[src/rtl/rectify_pkg.sv]
// rectify_pkg: shared defaults and FSM state encoding for the rectification neighbour fetch
package rectify_pkg;
  localparam int DEF_D_WIDTH = 6;
  localparam int DEF_IMG_W   = 640;
  localparam int DEF_IMG_H   = 480;
  localparam int DEF_X_W     = 10;
  localparam int DEF_Y_W     = 9;
  localparam int DEF_ADDR_W  = 19;
  typedef enum logic [2:0] {IDLE, RD_LU, RD_RU, RD_LD, RD_RD, CAP, OUT} state_t;
endpackage

[src/rtl/rectify_neighbor_fetch_addr.sv]
// neighbor_addr_gen: linear base address and in-image flags of the 2x2 neighbourhood at (xi, yi)
// ports: xi_i/yi_i signed integer coordinate; base_o = yi*IMG_W+xi truncated; vld_o = {rd, ld, ru, lu}
module neighbor_addr_gen #(
  parameter int IMG_W  = 640,
  parameter int IMG_H  = 480,
  parameter int X_W    = 10,
  parameter int Y_W    = 9,
  parameter int ADDR_W = 19
) (
  input  logic signed [X_W:0]    xi_i,
  input  logic signed [Y_W:0]    yi_i,
  output logic [ADDR_W-1:0]      base_o,
  output logic [3:0]             vld_o
);
  logic signed [31:0] xs, ys;
  logic c0, c1, r0, r1;
  assign xs = 32'(xi_i);
  assign ys = 32'(yi_i);
  assign base_o = ADDR_W'(ys * IMG_W + xs);
  assign c0 = xs >= 0 && xs < IMG_W;
  assign c1 = xs >= -1 && xs < IMG_W - 1;
  assign r0 = ys >= 0 && ys < IMG_H;
  assign r1 = ys >= -1 && ys < IMG_H - 1;
  assign vld_o = {c1 & r1, c0 & r1, c1 & r0, c0 & r0};
endmodule

[src/rtl/rectify_neighbor_fetch.sv]
// rectify_neighbor_fetch: fetches the 2x2 pixel neighbourhood of a source coordinate for bilinear interpolation
// ports: in_* request handshake/coordinate; mem_* single-cycle-latency pixel RAM read; out_*/dx/dy/lu/ru/ld/rd interpolator operands
module rectify_neighbor_fetch import rectify_pkg::*; #(
  parameter int D_width = DEF_D_WIDTH,
  parameter int IMG_W   = DEF_IMG_W,
  parameter int IMG_H   = DEF_IMG_H,
  parameter int X_W     = DEF_X_W,
  parameter int Y_W     = DEF_Y_W,
  parameter int ADDR_W  = DEF_ADDR_W
) (
  input  logic                clk,
  input  logic                rst,
  input  logic                in_valid,
  output logic                in_ready,
  input  logic signed [X_W:0] in_xi,
  input  logic signed [Y_W:0] in_yi,
  input  logic [D_width-1:0]  in_dx,
  input  logic [D_width-1:0]  in_dy,
  output logic                mem_rd_en,
  output logic [ADDR_W-1:0]   mem_addr,
  input  logic [7:0]          mem_rdata,
  output logic                out_valid,
  input  logic                out_ready,
  output logic [D_width-1:0]  dx,
  output logic [D_width-1:0]  dy,
  output logic [7:0]          lu,
  output logic [7:0]          ru,
  output logic [7:0]          ld,
  output logic [7:0]          rd,
  output logic                out_border
);
  state_t state_q, state_d;
  logic [D_width-1:0] dx_q, dy_q;
  logic [ADDR_W-1:0] base_q, base_d;
  logic [3:0] vld_q, vld_d;
  logic [3:0][7:0] px_q;
  logic border_q, accept, rd_slot, cap_en;
  logic [1:0] slot, cap;
  neighbor_addr_gen #(
    .IMG_W(IMG_W), .IMG_H(IMG_H), .X_W(X_W), .Y_W(Y_W), .ADDR_W(ADDR_W)
  ) u_addr (
    .xi_i(in_xi), .yi_i(in_yi), .base_o(base_d), .vld_o(vld_d)
  );
  assign accept = state_q == IDLE && in_valid;
  // slot = neighbour being read now; cap = neighbour whose data returns now
  always_comb begin
    state_d = state_q == IDLE ? (in_valid ? RD_LU : IDLE) :
              state_q == OUT  ? (out_ready ? IDLE : OUT) : state_t'(state_q + 3'd1);
    slot = 2'(state_q - RD_LU);
    cap = 2'(state_q - RD_RU);
    rd_slot = state_q >= RD_LU && state_q <= RD_RD;
    cap_en = state_q >= RD_RU && state_q <= CAP;
    mem_rd_en = rd_slot && vld_q[slot];
    mem_addr = mem_rd_en ? base_q + (slot[1] ? ADDR_W'(IMG_W) : '0) + ADDR_W'(slot[0]) : '0;
  end
  always_ff @(posedge clk or posedge rst) begin
    if (rst) begin
      state_q <= IDLE;
      dx_q <= '0;
      dy_q <= '0;
      base_q <= '0;
      vld_q <= '0;
      px_q <= '0;
      border_q <= 1'b0;
    end else begin
      state_q <= state_d;
      if (accept) begin
        dx_q <= in_dx;
        dy_q <= in_dy;
        base_q <= base_d;
        vld_q <= vld_d;
        border_q <= ~|vld_d;
      end
      if (cap_en) px_q[cap] <= vld_q[cap] ? mem_rdata : 8'd0;
    end
  end
  assign in_ready = state_q == IDLE;
  assign out_valid = state_q == OUT;
  assign dx = dx_q;
  assign dy = dy_q;
  assign lu = px_q[0];
  assign ru = px_q[1];
  assign ld = px_q[2];
  assign rd = px_q[3];
  assign out_border = border_q;
endmodule

[config.mk]
export PLATFORM = sky130hd
export DESIGN_NAME = rectify_neighbor_fetch
export DESIGN_NICKNAME = d
export VERILOG_FILES = /design/src/rtl/rectify_pkg.sv /design/src/rtl/rectify_neighbor_fetch_addr.sv /design/src/rtl/rectify_neighbor_fetch.sv
export SDC_FILE = /design/constraint.sdc
export NUM_CORES = 1
export LEC_CHECK = 0
export BUFFER_PORTS_ARGS = -buffer_cell sky130_fd_sc_hd__buf_2
export CORE_UTILIZATION = 50
export CTS_CLUSTER_SIZE = 25
export DETAILED_ROUTE_END_ITERATION = 10
export PLACE_DENSITY = 0.76
export SYNTH_ARGS = -nofsm -noshare
export SYNTH_HDL_FRONTEND = slang
export SYNTH_SLANG_ARGS = --single-unit
[constraint.sdc]
create_clock -name clk -period 5.05 [get_ports clk]
set_input_delay 1.01 -clock clk [delete_from_list [all_inputs] [get_ports clk]]
set_output_delay 1.01 -clock clk [all_outputs]
set_load 0.05 [all_outputs]
### After elaboration in Yosys (flattened, before gate mapping)

Index checks and enable logic that the tools add are counted.

* flip-flop bits (word level): 71
* output and inout bits: 67
* input port bits: 45
* word-level logic and storage cells: 63

* order comparisons: 15
* bitwise operators: 4
* reductions and logical operators: 12
* muxes and demuxes: 14
* $mul: 1
* add/sub/neg operators: 6
* equality and inequality tests: 1

Operator list (count)
* $bwmux W32: 1
* $ge A11 B1 Y1 const B: 2
* $lt A11 B11 Y1 const B: 2
* $ge A10 B1 Y1 const B: 2
* $lt A10 B10 Y1 const B: 2
* $add A19 B1 Y19: 1
* $add A19 B10 Y19: 1
* $add A19 B11 Y19: 1
* $mux W19: 1
* $demux W8 S2: 1
* $mux W8: 2
* $mul A10 B4 Y12 const B: 1
* $mux W10: 1
* $logic_and A1 B1 Y1: 9
* $mux W3: 3
* $le A3 B3 Y1 const B: 2
* $lt A2 B3 Y1 const B: 2
* $and A1 B1 Y1: 4
* $bmux W1 S2: 2
* $reduce_or A4 Y1: 1
* $add A3 B1 Y3 const B: 1
* $eq A3 B3 Y1 const B: 1
* $ge A3 B1 Y1 const B: 1
* $ge A3 B2 Y1 const B: 1
* other kinds (6): 8

### Logic depth before layout (Yosys ltp)

Gate-level depths: netlist (run 1).

* depth in word-level cells: 6
* gate-level depth with buffers: 15
* depth with buffers taken out: 15

### By module

Synthesis (run 1) repeated with hierarchy kept, for this count alone.

* cell total of the unflattened synthesis: 447
* area, all modules: 4434.3 um^2

Modules (own cells, without submodules)
* rectify_neighbor_fetch: area each 3281.9 um^2, instances 1, cells each 298, seq. area each 1776.7 um^2
* neighbor_addr_gen: area each 1152.4 um^2, instances 1, cells each 149, seq. area each 0.0 um^2

### Worst setup path after synthesis (run 1)

Ideal clock, no wire load.

* path kind: reg2out
* start: register state_q[1]
* end: output port mem_addr[10]
* required time: 4.040 ns
* cell stages (with the launch flop): 10
* setup slack: 0.976 ns
* arrival time: 3.064 ns
* path buffers: 0
* cells stage by stage: dfrtp_1 -> inv_1 -> ha_1 -> inv_1 -> ha_1 -> nand2_1 -> or3_4 -> nor2b_1 -> o21ai_1 -> nor3b_1

* longest elaborated chain between the ends: 5
* elaborated cells on any way between the ends: 11
* those cells by class: add/sub (3); order compare (2); mux (4); reduce/logical (2)

Ends and longest elaborated chain
* start: declaration: RTL line rectify_neighbor_fetch.sv:32 `state_t state_q, state_d;`
* start signal: assignment: RTL line rectify_neighbor_fetch.sv:66 `state_q <= state_d;`
* $sub A2 B1 Y2: RTL line rectify_neighbor_fetch.sv:49 `slot = 2'(state_q - RD_LU);`
* $mux W10 or $bmux W1 S2 (tied branches): RTL line rectify_neighbor_fetch.sv:54, rectify_neighbor_fetch.sv:53
* $add A19 B10 Y19 or $mux W1 (tied branches): RTL line rectify_neighbor_fetch.sv:54, rectify_neighbor_fetch.sv:53
* $add A19 B1 Y19 or $logic_and A1 B1 Y1 (tied branches): RTL line rectify_neighbor_fetch.sv:54, rectify_neighbor_fetch.sv:53
* $mux W19 *: RTL line rectify_neighbor_fetch.sv:54 `mem_addr = mem_rd_en ? base_q + (slot[1] ? ADDR_W'(IMG_W) : '0) + ADDR_W'(slot[0]) : '0;`
* end: declaration: RTL line rectify_neighbor_fetch.sv:20 `output logic [ADDR_W-1:0] mem_addr,`

Mark *: on every way between the ends. The rest lies on a longest branch, timed or not. The select of a mux whose other input is x is not followed.

### Worst setup path after layout (run 1)

Ends and elaborated chain as after synthesis.

==> reports/results.tsv, run 1 <==
metric	value	unit
outcome	completed	
CTS tree	yes	
RR Startpoint	state_q[1]	
core footprint	8299	um2
Multi-input gate area	2419	um2
WP data arrival	3.08	ns
Final Cycle Share	0.8106	
sequential share of the synthesized area	0.4114	
largest net degree at the start of global routing	72	
Max-Cap Viols	0	
DRC	0	
final wirelength	9.486	mm
Yosys top cell by area	dfrtp_1	
post-route insts no fill	679	
min Tclk post-route	4.093	ns
top cell type's share of synthesized area	0.4114	
drt wl/cell	13.97	um
max frequency	0.2443	GHz
Worst Setup End Kind	output pin	
Slew Limit Fails	0	
Fillers	695	
Ant. Diodes	0	
normalized max-slew margin	0.2852	
vias per inst	5.365	
antenna violations before repair	0	
Chip Height	94.94	um
Worst Path Required	4.04	ns
Post-Synthesis Cell Area	4319	um2
clk root buf	clkbuf_8	
Die Wd	94.94	um
switching share of power	0.5377	
clk sinks	71	
Critical Path Sink	mem_addr[10]	
Initial Utilization	0.5204	
CP Max Fanout	7	
Hold Violations, Final	0	
first-pass GRT wire length	15.56	mm
total global-route track usage	0.2218	
NetSw	0.001886	W
Post-DRT Antenna Nets	0	
Reg area	1777	um2
Clock power frac	0.117	
worst-skew pair later-pin latency	0.34	ns
Syn Nets	545	
ratio of cells with drive above 1 in the final layout	0.2787	
Reg power frac	0.289	
Worst Skew	0.008872	ns
internal power	0.001622	W
Clk pin slew, worst setup/hold paths	0.08	ns
nets	655	
placed instance count	663	
vias in the first global route	3424	
combinational power share	0.594	
placed instance area	4961	um2
Post-CTS Hold Fix Bufs	0	
DRT Pass-1 Iters	4	
post-CTS setup buffers	0	
Synth Instances	459	
Port Buffers	111	
PwrDens	682.0	nW/um2
Synth area leaders	dfrtp_1 41%, ha_1 11%, nand2_1 6.2%, mux2_2 5.2%, o21ai_0 4.4%	
Clock Path Buffers	2	
FP Rows	33	
Syn Area/Cell	9.410	um2
Distinct cells, synth	49	
Lkg Pwr	2.554	nW
Critical Path Source Type	flip-flop	
worst reg2reg setup slack	2.53	ns
Final Core Density	0.6196	
maximum vdd drop	287.9	uV
fin area	5142	um2
gr ovfl total	0	
Syn. warnings	0	
Setup TNS	0	ns
area growth from synthesis to layout	19.06	%
Slew @ Worst Pin	1.065	ns
Setup CP Type	flip-flop to output pin	
Worst Hold Class	flip-flop to flip-flop	
Reg-to-Reg End	dy[3]	
IO Count	112	
Setup Viol. Count Final	0	
via count	3643	
routability congestion estimate	0.8306	
die footprint	9014	um2
Worst R2R Path Depth	5	
unrepaired setup endpoints after global routing	false	
htree depth	3	
initial drt markers	134	
Yosys reg bits	71	
CP Launch Point	state_q[1]	
Post-CTS Resized	0	
CTS buffer count	9	
total power	0.003507	W
detailed placement HPWL	7.367	mm
## synth_stat cells (all sizes together)
cell and number:
o22ai 2, o21ai 60, o21bai 3, o31ai 7, nand4 6, mux2 20, nor3 6, inv 19
o21a 8, ha 39, and3 2, nand3 10, nor3b 1, or2 1, xnor2 17, a21oi 15
o211ai 1, a2bb2oi 1, nor2 35, and2 5, a31oi 2, or3 2, nand2b 2, a22o 1
buf 6, a211oi 4, a41o 1, nor4 2, xor2 14, o2111ai 1, o31a 1, mux2i 3
a21o 6, mux4 1, fa 2, clkbuf 7, dfrtp 71, nor2b 4, nand2 71
## layout by cell type, fill, tap and decap left out, types with 2 or more instances in the layout
master,synthesis,final
nand2_1,71,70
a21oi_1,14,14
mux2_2,20,20
clkinv_4,0,2
nand4_1,6,6
xor2_1,14,14
o21ai_1,22,22
ha_1,39,39
a21o_1,6,6
o21bai_1,3,3
nor4_1,2,2
inv_2,2,3
dfrtp_1,71,71
clkbuf_8,0,10
nor2b_1,4,4
buf_2,5,111
nand2b_1,2,2
xnor2_1,17,17
fa_1,2,2
o21ai_0,38,38
clkinv_2,0,2
mux2i_1,3,3
a211oi_1,4,4
o21a_1,8,8
a31oi_1,2,2
inv_1,17,16
nand3_1,9,9
nor2_1,34,34
nor3_1,5,5
o31ai_1,6,6
and3_1,2,2
and2_1,5,5
## power by group through the flow
stage | Clock, W | Sequential (W) | Combinational [W]
after global routing | 0.000444 | 0.00105 | 0.00225
after detailed placement | 0 | 0.00103 | 0.00208
after floorplan | 0 | 0.00153 | 0.00112
after CTS | 0.000422 | 0.00101 | 0.00209
final | 0.000409 | 0.00102 | 0.00208
after global placement | 0 | 0.00101 | 0.00204
## worst min path at each step
| stage | start | to | slack, ns | depth (start not counted) |
|---|---|---|---|---|
| 2_1_floorplan | base_q[9] | base_q[9] | 0.46 | 2 |
| 3_3_place_gp | lu[1] | lu[1] | 0.46 | 2 |
| 3_5_place_dp | ld[5] | ld[5] | 0.46 | 2 |
| 4_1_cts | ld[5] | ld[5] | 0.48 | 2 |
| 5_1_grt | ru[7] | ru[7] | 0.50 | 2 |
| 6_report | ru[1] | ru[1] | 0.48 | 2 |
## critical path, stage by stage (launching register included)
cell,delay (ns)
dfrtp_1,0.48
inv_1,0.12
ha_1,0.39
inv_1,0.09
ha_1,0.37
nand2_1,0.07
or3_4,0.36
nor2b_1,0.17
o21ai_1,0.11
nor3b_1,0.26
buf_2,0.32
## metrics by stage
step / setup WS (ns) / hold WS (ns)
2_1_floorplan: 0.9760 / 0.4621
3_3_place_gp: 1.178 / 0.4578
3_5_place_dp: 1.094 / 0.4647
4_1_cts: 0.9171 / 0.4831
5_1_grt: 0.7653 / 0.5016
6_report: 0.9566 / 0.4778
## sequential cells by signal, indices dropped and copies added, names as in the netlist
name	flops
dx	6
state_q	3
ld	8
dy	6
out_border	1
ru	8
lu	8
vld_q	4
base_q	19
rd	8
## layer usage
layer	share of wire	up-vias	global-route usage
met5	0	-	0
met4	0.0091	0	0.07323
met3	0.046	9	0.03784
met2	0.47	107	0.3771
met1	0.47	1708	0.2854
li1	-	1819	-
## logic make-up after synthesis
logic type | count (synthesis) | share of synthesized area
fa+ha+maj | 41 | 0.1222
compound gates | 113 | 0.1588
buf+inv | 32 | 0.02926
flops | 71 | 0.4114
mux | 24 | 0.06431
simple gates | 147 | 0.1512
xor+xnor | 31 | 0.06286
## layout make-up
type / instances / share of cell area
Clock buffer: 10 / 0.02676
Inverter: 19 / 0.01387
Multi-Input combinational cell: 356 / 0.4703
Sequential cell: 71 / 0.3455
Clock inverter: 6 / 0.008516
Tap cell: 105 / 0.02555
Timing Repair Buffer: 112 / 0.1095
Note: power is estimated with default switching activity, not from simulation.
==> inputs of run 2 (changes only) <==
--- a/config.mk
+++ b/config.mk
@@ -5,11 +5,12 @@
 export SDC_FILE = /design/constraint.sdc
 export NUM_CORES = 1
 export LEC_CHECK = 0
+export ABC_AREA = 1
 export BUFFER_PORTS_ARGS = -buffer_cell sky130_fd_sc_hd__buf_2
-export CORE_UTILIZATION = 50
+export CORE_UTILIZATION = 49
 export CTS_CLUSTER_SIZE = 25
 export DETAILED_ROUTE_END_ITERATION = 10
-export PLACE_DENSITY = 0.76
+export PLACE_DENSITY = 0.77
 export SYNTH_ARGS = -nofsm -noshare
 export SYNTH_HDL_FRONTEND = slang
 export SYNTH_SLANG_ARGS = --single-unit
==> constraint.sdc (replaced) <==
create_clock -name clk -period 3.36 [get_ports clk]
set_input_delay 0.672 -clock clk [delete_from_list [all_inputs] [get_ports clk]]
set_output_delay 0.672 -clock clk [all_outputs]
set_load 0.05 [all_outputs]
==> run 2 against run 1 <==
Compared with the run above: wire length is 25% higher; hold slack better by 0.0054 ns; core utilization is 0.78 points lower; clock-buffer cell count is the same; register-to-register slack worse by 1.0 ns; critical endpoint is now mem_addr[12]; highest routed layer unchanged; area after synthesis rose by 9.6%; cell area increased by 10%; critical path depth increased by 3.
==> reports/results.tsv, run 2 <==
metric	value	unit
Synth top cells by count	226 x nand2_1, 71 x dfrtp_1, 70 x inv_1	
worst-skew pair later-pin latency	0.35	ns
PwrDens	1060	nW/um2
CTS buffer count	9	
detailed placement HPWL	9.163	mm
Hold Violations, Final	0	
area growth from synthesis to layout	20.04	%
Worst Setup End Kind	output pin	
outcome	completed	
IO Count	112	
DRC	0	
met2 WL	5.733	mm
DRT Pass-1 Iters	4	
Critical Path Source Type	flip-flop	
post-route insts no fill	903	
htree depth	3	
prevailing post-synth register cell	dfrtp_1	
Lkg Pwr	3.125	nW
critical path cell sequence	inv_2 -> ha_4 -> inv_1 -> ha_4 -> nand2_1 -> o21ai_2 -> inv_1 -> nand2_2 -> nand2_1 -> o21ai_1 -> nand2_1 -> nor2_2 -> buf_6	
core footprint	9284	um2
sequential share of the synthesized area	0.3755	
Post-DRT Antenna Nets	0	
placed instance count	882	
Buf/Inv on CP	4	
Setup Viol. Count Final	0	
placed instance area	5388	um2
ratio of cells with drive above 1 in the final layout	0.2041	
Final Cycle Share	0.9622	
initial drt markers	222	
largest net degree at the start of global routing	41	
Syn Nets	738	
Yosys top cell by area	dfrtp_1	
drt wl/cell	13.17	um
Setup CP Type	flip-flop to output pin	
Yosys reg bits	71	
CTS tree	yes	
clk sinks	71	
CP Max Fanout	4	
FP Rows	35	
top cell type's share of synthesized area	0.3755	
wire length on met1	5.437	mm
Slew Limit Fails	0	
Worst Skew	0.01268	ns
nets	855	
die footprint	10050	um2
maximum vdd drop	406.1	uV
Slew @ Worst Pin	0.8494	ns
via count	4657	
Syn Area/Cell	7.258	um2
max FFs per register	19	
antenna violations before repair	0	
worst reg2reg setup slack	1.51	ns
Hold Slack	0.4832	ns
max frequency	0.3093	GHz
Clock Path Buffers	2	
Distinct cells, synth	34	
min Tclk post-route	3.233	ns
Setup TNS	0	ns
Chip Height	100.3	um
Slowest Stage Delay on Critical Path	0.41	ns
Max-Cap Viols	0	
CP max-delay cell	dfrtp_2	
DR WL met3	528	um
commonest cells after routing, fill and taps aside	226 x nand2_1, 105 x buf_2, 70 x dfrtp_1	
count leader, synth	nand2_1	
first-pass GRT wire length	19.06	mm
Post-synth EDFFs	0	
most frequent CP cell	nand2_1	
Synth Instances	652	
normalized max-slew margin	0.4329	
vias in the first global route	4208	
Synth area leaders	dfrtp_1 38%, nand2_1 18%, ha_1 10%, o21ai_0 5.6%, inv_1 5.6%	
max layer used	met4	
final wirelength	11.89	mm
commonest non-fill, non-tap cell in the layout	nand2_1	
Post-synth ARST share	1.000	
Most flops, register	base_q	
clk root buf	clkbuf_8	
Ant. Diodes	0	
total global-route track usage	0.2371	
Syn. warnings	0	
gr ovfl total	0	
Worst Hold Class	flip-flop to flip-flop	
Die Wd	100.3	um
WP data arrival	2.56	ns
total power	0.006020	W
Post-Synthesis Cell Area	4732	um2
Clk pin slew, worst setup/hold paths	0.08	ns
CP top delay family	adder cells	
Initial Utilization	0.5097	
Port Buffers	111	
routability congestion estimate	0.9647	
vias per inst	5.157	
Worst Path Required	2.69	ns
fin area	5680	um2
[run 2: cell types whose count changed after synthesis, sizes merged, moves of 14 or more]
| cell | previous run | this run |
|---|---|---|
| nor2 | 35 | 55 |
| nand3 | 10 | 32 |
| nand2 | 71 | 229 |
| inv | 19 | 73 |
| mux2 | 20 | 0 |
| a21oi | 15 | 29 |
[run 2: logic make-up (layout without fill, tap and decap cells)]
kind of cell | count (synthesis) | count (layout) | share of synthesized area
fa+ha+maj | 41 | 41 | 0.1116
xor+xnor | 14 | 14 | 0.02591
compound gates | 104 | 104 | 0.1206
buf+inv | 87 | 209 | 0.07826
simple gates | 335 | 335 | 0.2882
flops | 71 | 71 | 0.3755
[run 2: final timing paths]
kind / startpoint / end / cells past startpoint
min in group asynchronous: rst / rd[0] / 2
max in group asynchronous: rst / base_q[1] / 3
worst min-delay path: out_border / out_border / 2
worst max register to register: state_q[0] / lu[3] / 8
worst max-delay path: state_q[1] / mem_addr[12] / 13
worst min register to register: out_border / out_border / 2
[run 2: power by group]
part           total [W]  internal [W]  leakage [nW]  switching [W]
logic            0.00380      0.000996          2.11        0.00280
clock network   0.000708      0.000366        0.0989       0.000342
registers        0.00151       0.00123         0.913       0.000283
[run 2: stage by stage]
step	worst slack, ns	util
final	0.1271	0.6119
after global routing	-0.01765	0.6119
after CTS	0.008196	0.6055
after detailed placement	0.05114	0.5803
after global placement	0.1532	0.5803
after floorplan	0.1249	-
[run 2: layout make-up]
class	instances	area, um2
fillers	889	3603
multi-input cells	494	2620
flip-flops and latches	71	1778
repair buffers	120	641.9
inverters	73	274.0
well taps	129	161.4
clock buffers	10	137.6
clock inverters	6	67.56
[run 2: repair_timing]
action	in CTS	in global routing
setup endpoints to repair	9	11
hold buffers	0	0
setup buffers	0	5
pin swaps	0	1
gates resized for setup	8	6
gates cloned	0	0
[run 2: metal layers]
| layer | track usage | vias up |
|---|---|---|
| li1 | - | 2332 |
| met1 | 0.3207 | 2184 |
| met2 | 0.3883 | 123 |
| met3 | 0.03064 | 18 |
| met4 | 0.09030 | 0 |
| met5 | 0 | - |
[run 2: tightest hold or removal path, stage by stage (launching register included)]
cell and delay, ns:
dfrtp_1 0.34, nand2_1 0.05, nand2_1 0.06
